**src/rtl/ula_ctrl.sv**
```systemverilog
// Multi-cycle controller for the 8-bit ULA: one instruction per handshake, 4x8 register file,
// IDLE -> DECODE -> EXEC -> WB sequence with registered operands and status.
module ula_ctrl (
  input  logic        clk,
  input  logic        rst_n,
  input  logic        InstrValid,
  input  logic [15:0] Instr,
  output logic        InstrReady,
  output logic [7:0]  SrcA,
  output logic [7:0]  SrcB,
  output logic [2:0]  ULAControl,
  input  logic [7:0]  ULAResult,
  input  logic        Flag_z,
  input  logic        CarryOut,
  output logic        Done,
  output logic        Z,
  output logic        C,
  output logic        Err,
  input  logic [1:0]  RegSel,
  output logic [7:0]  RegData
);

  typedef enum logic [1:0] {StIdle, StDecode, StExec, StWb} state_e;

  localparam logic [2:0] OpAdd = 3'b000;
  localparam logic [2:0] OpSub = 3'b001;
  localparam logic [2:0] OpAnd = 3'b010;
  localparam logic [2:0] OpOr  = 3'b011;
  localparam logic [2:0] OpLdi = 3'b100;
  localparam logic [2:0] OpSlt = 3'b101;
  localparam logic [2:0] OpIll = 3'b111;

  state_e      state_q, state_d;
  logic [15:0] instr_q, instr_d;
  logic [7:0]  regs_q [4];
  logic [7:0]  regs_d [4];
  logic [7:0]  src_a_q, src_a_d;
  logic [7:0]  src_b_q, src_b_d;
  logic [2:0]  ula_ctrl_q, ula_ctrl_d;
  logic [7:0]  result_q, result_d;
  logic        z_q, z_d;
  logic        c_q, c_d;
  logic        err_q, err_d;

  // Instruction fields; rt and imm8 overlap on bit 7 by design.
  logic [2:0] opcode;
  logic [1:0] rd, rs, rt;
  logic [7:0] imm8;
  logic       is_alu;

  assign opcode = instr_q[15:13];
  assign rd     = instr_q[12:11];
  assign rs     = instr_q[10:9];
  assign rt     = instr_q[8:7];
  assign imm8   = instr_q[7:0];

  always_comb begin
    is_alu = 1'b0;
    unique case (opcode)
      OpAdd, OpSub, OpAnd, OpOr, OpSlt: is_alu = 1'b1;
      default:                          is_alu = 1'b0;
    endcase
  end

  // State register
  always_ff @(posedge clk) begin
    if (!rst_n) begin
      state_q <= StIdle;
    end else begin
      state_q <= state_d;
    end
  end

  // Next-state logic
  always_comb begin
    state_d = state_q;
    unique case (state_q)
      StIdle:   if (InstrValid) state_d = StDecode;
      StDecode: state_d = StExec;
      StExec:   state_d = StWb;
      StWb:     state_d = StIdle;
      default:  state_d = StIdle;
    endcase
  end

  // Datapath next-state
  always_comb begin
    instr_d    = instr_q;
    regs_d     = regs_q;
    src_a_d    = src_a_q;
    src_b_d    = src_b_q;
    ula_ctrl_d = ula_ctrl_q;
    result_d   = result_q;
    z_d        = z_q;
    c_d        = c_q;
    err_d      = err_q;
    unique case (state_q)
      StIdle: begin
        if (InstrValid) instr_d = Instr;
      end
      StDecode: begin
        if (is_alu) begin
          src_a_d    = regs_q[rs];
          src_b_d    = regs_q[rt];
          ula_ctrl_d = opcode;
        end
      end
      StExec: begin
        if (is_alu) begin
          result_d = ULAResult;
          z_d      = Flag_z;
          c_d      = CarryOut;
        end else if (opcode == OpLdi) begin
          result_d = imm8;
        end else if (opcode == OpIll) begin
          err_d = 1'b1;
        end
      end
      StWb: begin
        if (is_alu || opcode == OpLdi) regs_d[rd] = result_q;
      end
      default: ;
    endcase
  end

  always_ff @(posedge clk) begin
    if (!rst_n) begin
      instr_q    <= '0;
      regs_q     <= '{default: '0};
      src_a_q    <= '0;
      src_b_q    <= '0;
      ula_ctrl_q <= '0;
      result_q   <= '0;
      z_q        <= 1'b0;
      c_q        <= 1'b0;
      err_q      <= 1'b0;
    end else begin
      instr_q    <= instr_d;
      regs_q     <= regs_d;
      src_a_q    <= src_a_d;
      src_b_q    <= src_b_d;
      ula_ctrl_q <= ula_ctrl_d;
      result_q   <= result_d;
      z_q        <= z_d;
      c_q        <= c_d;
      err_q      <= err_d;
    end
  end

  // Outputs
  always_comb begin
    InstrReady = (state_q == StIdle);
    Done       = (state_q == StWb);
    SrcA       = src_a_q;
    SrcB       = src_b_q;
    ULAControl = ula_ctrl_q;
    Z          = z_q;
    C          = c_q;
    Err        = err_q;
    RegData    = regs_q[RegSel];
  end

endmodule

```
**config.mk**
```make
export PLATFORM = sky130hd
export DESIGN_NAME = ula_ctrl
export DESIGN_NICKNAME = d
export VERILOG_FILES = /design/src/rtl/ula_ctrl.sv
export SDC_FILE = /design/constraint.sdc
export NUM_CORES = 1
export LEC_CHECK = 0
export ABC_AREA = 0
export CORE_MARGIN = 2
export CORE_UTILIZATION = 40
export DETAILED_ROUTE_END_ITERATION = 10
export HOLD_SLACK_MARGIN = 0.08
export PLACE_DENSITY = 0.63
export REMOVE_ABC_BUFFERS = 1
export SYNTH_ARGS = -nofsm -noshare
export SYNTH_HDL_FRONTEND = slang
export SYNTH_SLANG_ARGS = --single-unit
```
**constraint.sdc**
```tcl
create_clock -name clk -period 2.3 [get_ports clk]
set_input_delay 0.345 -clock clk [delete_from_list [all_inputs] [get_ports clk]]
set_output_delay 0.345 -clock clk [all_outputs]
set_load 0.01 [all_outputs]
```
# [Yosys cells after proc, flatten, opt, wreduce, memory -nomap -nowiden]
# Cells that the tools add are included.
[op_classes] bitwise_logic=6 muxes=17 n_eq_ne=10 n_lt_le_gt_ge=5 n_reduce_logical=12
[ops] cell="8-bit 2-to-1 mux" n=9
[ops] cell="8-bit binary-select mux with 2-bit select" n=3
[ops] cell="32-bit bitwise mux" n=1
[ops] cell="8-bit demux with 2-bit select" n=1
[ops] cell="3-bit greater-or-equal comparator, second input constant" n=4
[ops] cell="2-bit inverter with 3-bit output" n=4
[ops] cell="2-bit AND reduction" n=5
[ops] cell="3-bit equality test, second input constant" n=3
[ops] cell="2-bit case mux with 4 select lines" n=1
[ops] cell="3-bit by 2-bit equality test with 1-bit output, second input constant" n=2
[ops] cell="5-bit OR reduction" n=1
[ops] cell="2-bit equality test, second input constant" n=2
[ops] cell="4-bit AND reduction" n=1
[ops] cell="3-bit by 1-bit equality test with 1-bit output, second input constant" n=1
[ops] cell="3-bit zero test" n=1
[ops] cell="3-bit by 1-bit < comparator with 1-bit output, second input constant" n=1
[ops] cell="2-bit by 1-bit equality test with 1-bit output, second input constant" n=1
[ops] cell="2-bit zero test" n=1
[ops] cell="2-bit 2-to-1 mux" n=1
[ops] cell="2-bit inequality test, second input constant" n=1
[ops] cell="1-bit inverter" n=2
[ops] cell="2-bit nonzero test" n=1
[ops] cell="1-bit logical AND" n=1
[ops] cell="1-bit logical OR" n=1
[ops] cell="1-bit 2-to-1 mux" n=1
[totals] inputBits=31 reg_bits=80 wordCells=63

# [Logic depth before layout (Yosys ltp)]
[depth] word_depth=6 ltp_mapped=7 ltp_nobuf=6

# [Least setup slack after synthesis]
# OpenSTA, ideal clock, no wires.
[synth_timing] path_type="input-to-output" startpoint="input port RegSel[0]" endpoint="output port RegData[0]" setup_slack_ps=822 required_time_ps=1955 cell_stages=2 t_arrival_ps=1133 n_path_buf=1 cell_sequence="buf_2 > mux4_2"
[synth_via] elab_chain_cells=4
[synth_rtl] item="start, declared" line_no="19" source="input logic [1:0] RegSel,"
[synth_rtl] item="2-bit inverter with 3-bit output (not written as such)" line_no="160" source="RegData = regs_q[RegSel];"
[synth_rtl] item="8-bit binary-select mux with 2-bit select" line_no="160"
[synth_rtl] item="8-bit 2-to-1 mux (not written as such) (2 in series)" line_no="160"
[synth_rtl] item="end, declared" line_no="20" source="output logic [7:0] RegData"
# No other way between the ends. The select of a mux whose other input is x is not followed.

# [Worst setup path in the final report]
[layout_timing] startpoint="input port RegSel[0]" endpoint="output port RegData[4]"
# Same word-level chain as after synthesis.

==> metrics.txt <==
outcome=finished, final reports clean; Comb pwr share=0.240; CP Max Fanout=8; prevailing post-synth register cell=dfxtp_1; DR iter-0 viols=81; Flop pwr share=0.458; TritonCTS clock tree=built; area share of the largest cell type after synthesis=0.4421; row cnt=34; Slew @ Worst Pin=0.7020 ns; CP startpoint kind=primary input; final hold vios=0; Max-slew headroom=0.5307; core area=0.008763 mm2; H-tree Lvls=3; sequential fraction of the synthesis area=0.4421; Die Area=0.009833 mm2; Skew-Pair Late Insertion Delay=0.36 ns; critical path class=in2out; P_sw=0.001174 W; pin count of the biggest net entering global routing=45; Area Overhead vs Synth=25.77%; Non-Filler Instances=533; period utilization=0.9385; chip width=99.16 um; CTS Buf Count=9; Root Buffer=clkbuf_8; Clock Tree Buf Depth=2; post-synth top area cell=dfxtp_1; vias in the first global route=2769; Synth cell types=33; peak supply drop=0.0004820 V; # clock sinks=80; Hold Path Class=reg2reg; worst hold slack=0.4541 ns; I/O pin cnt=63; Max Clock Freq=0.4632 GHz; Port Buffer Count=62; clock share of power=0.301; TritonRoute pass-1 iters=4; final WL=8.039 mm; leakage=1.551 nW; Mapped Area=0.003622 mm2; crit path time final=2.159 ns; GRT overflow=0; final core utilization=0.5198; routed len/inst=15.08 um; critical path capture point type=output port; mean post-synth cell area=9.897 um2; Pint=0.002485 W; ANT cells=0; total global-route track usage=0.1760; initial antenna violation count=0; Worst EP required=1.96 ns; post-CTS setup buffer count=0; Net Sw Frac=0.3209; Post-synth EDFFs=0; first-pass GRT wire length=13.67 mm; Die H=99.16 um; Setup Viol. Count Final=0; Post-DP HPWL=5.667 mm; Inst Count DP=517; share of cells above drive strength 1=0.1247; Synth area leaders=dfxtp_1, mux4_2, nand2_1; design area=0.004556 mm2; Clock transition at path regs=0.08 ns; vias per cell=5.328; Hold-fix buffers, CTS=0; commonest cells in the synthesized netlist=dfxtp_1, nand2_1, o21ai_0; RSZ-0062 raised after global routing=no; FF+latch count, synth=80; fin nets=455; PostCTS Resize Cnt=8; Ys Warns=0; Starting Density=0.4133; worst path arrival time=1.81 ns; pwr dens=803.1 mW/mm2; Power, Total=0.003659 W; Worst Skew=0.01566 ns; Area after DPL=0.004353 mm2; Final Wtd Congestion=0.7797; cell count after synthesis=366; Post-synth ARST share=0; ANT nets after route=0; via count=2840; DRC Markers=0; fin. max-slew vios=0; Max Cap Viol=0; most frequent cell after synthesis=dfxtp_1
## cells by family (layout without fill, tap and decap cells)
kind of cell,count (synthesis),after routing,share of synthesized area
AOI/OAI and AO/OA,89,89,0.1668
adders and majority gates,4,4,0.01382
buffers and inverters,49,108,0.05527
DFF,80,80,0.4421
muxes,35,35,0.1796
and+or+nand+nor,109,109,0.1423
## worst max-delay path: stages
cell and delay (ns):
clkdlybuf4s50_1 0.51, buf_12 0.15, mux4_2 0.51, dlygate4sd2_1 0.30
## per-stage QoR
step           TNS (ns)  setup WS (ns)
2_1_floorplan         0         0.9094
5_1_grt               0         0.1185
3_3_place_gp    -0.3945       -0.07435
3_5_place_dp    -0.3658       -0.06130
4_1_cts               0         0.1363
6_report              0         0.1413
## routing by layer
layer / vias up / share of wire / global-route usage
met5: - / 0 / 0
met4: 0 / 0.015 / 0.06322
met3: 10 / 0.049 / 0.03865
met2: 69 / 0.45 / 0.2812
met1: 1338 / 0.48 / 0.2364
li1: 1423 / - / -
## area by class of cell
class | count | area, um2
Sequential cell | 80 | 1602
Clock buffer | 11 | 151.4
Timing Repair Buffer | 70 | 703.2
Inverter | 22 | 82.58
Fill cell | 827 | 4208
Clock inverter | 5 | 61.31
Multi-Input combinational cell | 237 | 1821
Tap cell | 108 | 135.1
## registers in the layout, summed over array words and instances (netlist names)
name,flops
regs_q,32
instr_q,16
SrcA,8
SrcB,8
result_q,8
ULAControl,3
state_q,2
C,1
Err,1
Z,1
## power groups by stage
stage	registers, W	logic, W	clock network (W)
floorplan	0.00168	0.000565	0
global placement	0.00171	0.000873	0
detailed placement	0.00171	0.000891	0
CTS	0.00168	0.000892	0.00113
global route	0.00170	0.00100	0.00118
finish	0.00168	0.000879	0.00110
## placed cells by master, fill, tap and decap left out, drive strengths merged
cell type / instances
a2bb2oi: 1
or3: 7
a21boi: 18
nor3: 1
clkdlybuf4s50: 53
dlygate4sd2: 8
a222oi: 1
bufinv: 1
nand3: 25
buf: 9
nor2b: 7
nand4: 1
a21oi: 9
clkbuf: 11
mux2i: 11
a31oi: 1
o21a: 1
mux4: 24
nand2: 58
and2: 2
dfxtp: 80
nor2: 3
clkinv: 2
a32oi: 1
nand4b: 2
o21ai: 34
inv: 24
o2bb2ai: 16
o221ai: 7
nand2b: 3
ha: 4
## worst paths after layout
check	slack, ns	end	startpoint	cells after the start
worst min register to register	0.45	instr_q[5]	instr_q[5]	2
worst min-delay path	0.45	instr_q[5]	instr_q[5]	2
worst max register to register	0.53	SrcB[4]	state_q[1]	4
worst max-delay path	0.14	RegData[4]	RegSel[0]	4
Note: power is estimated with default switching activity, not from simulation.
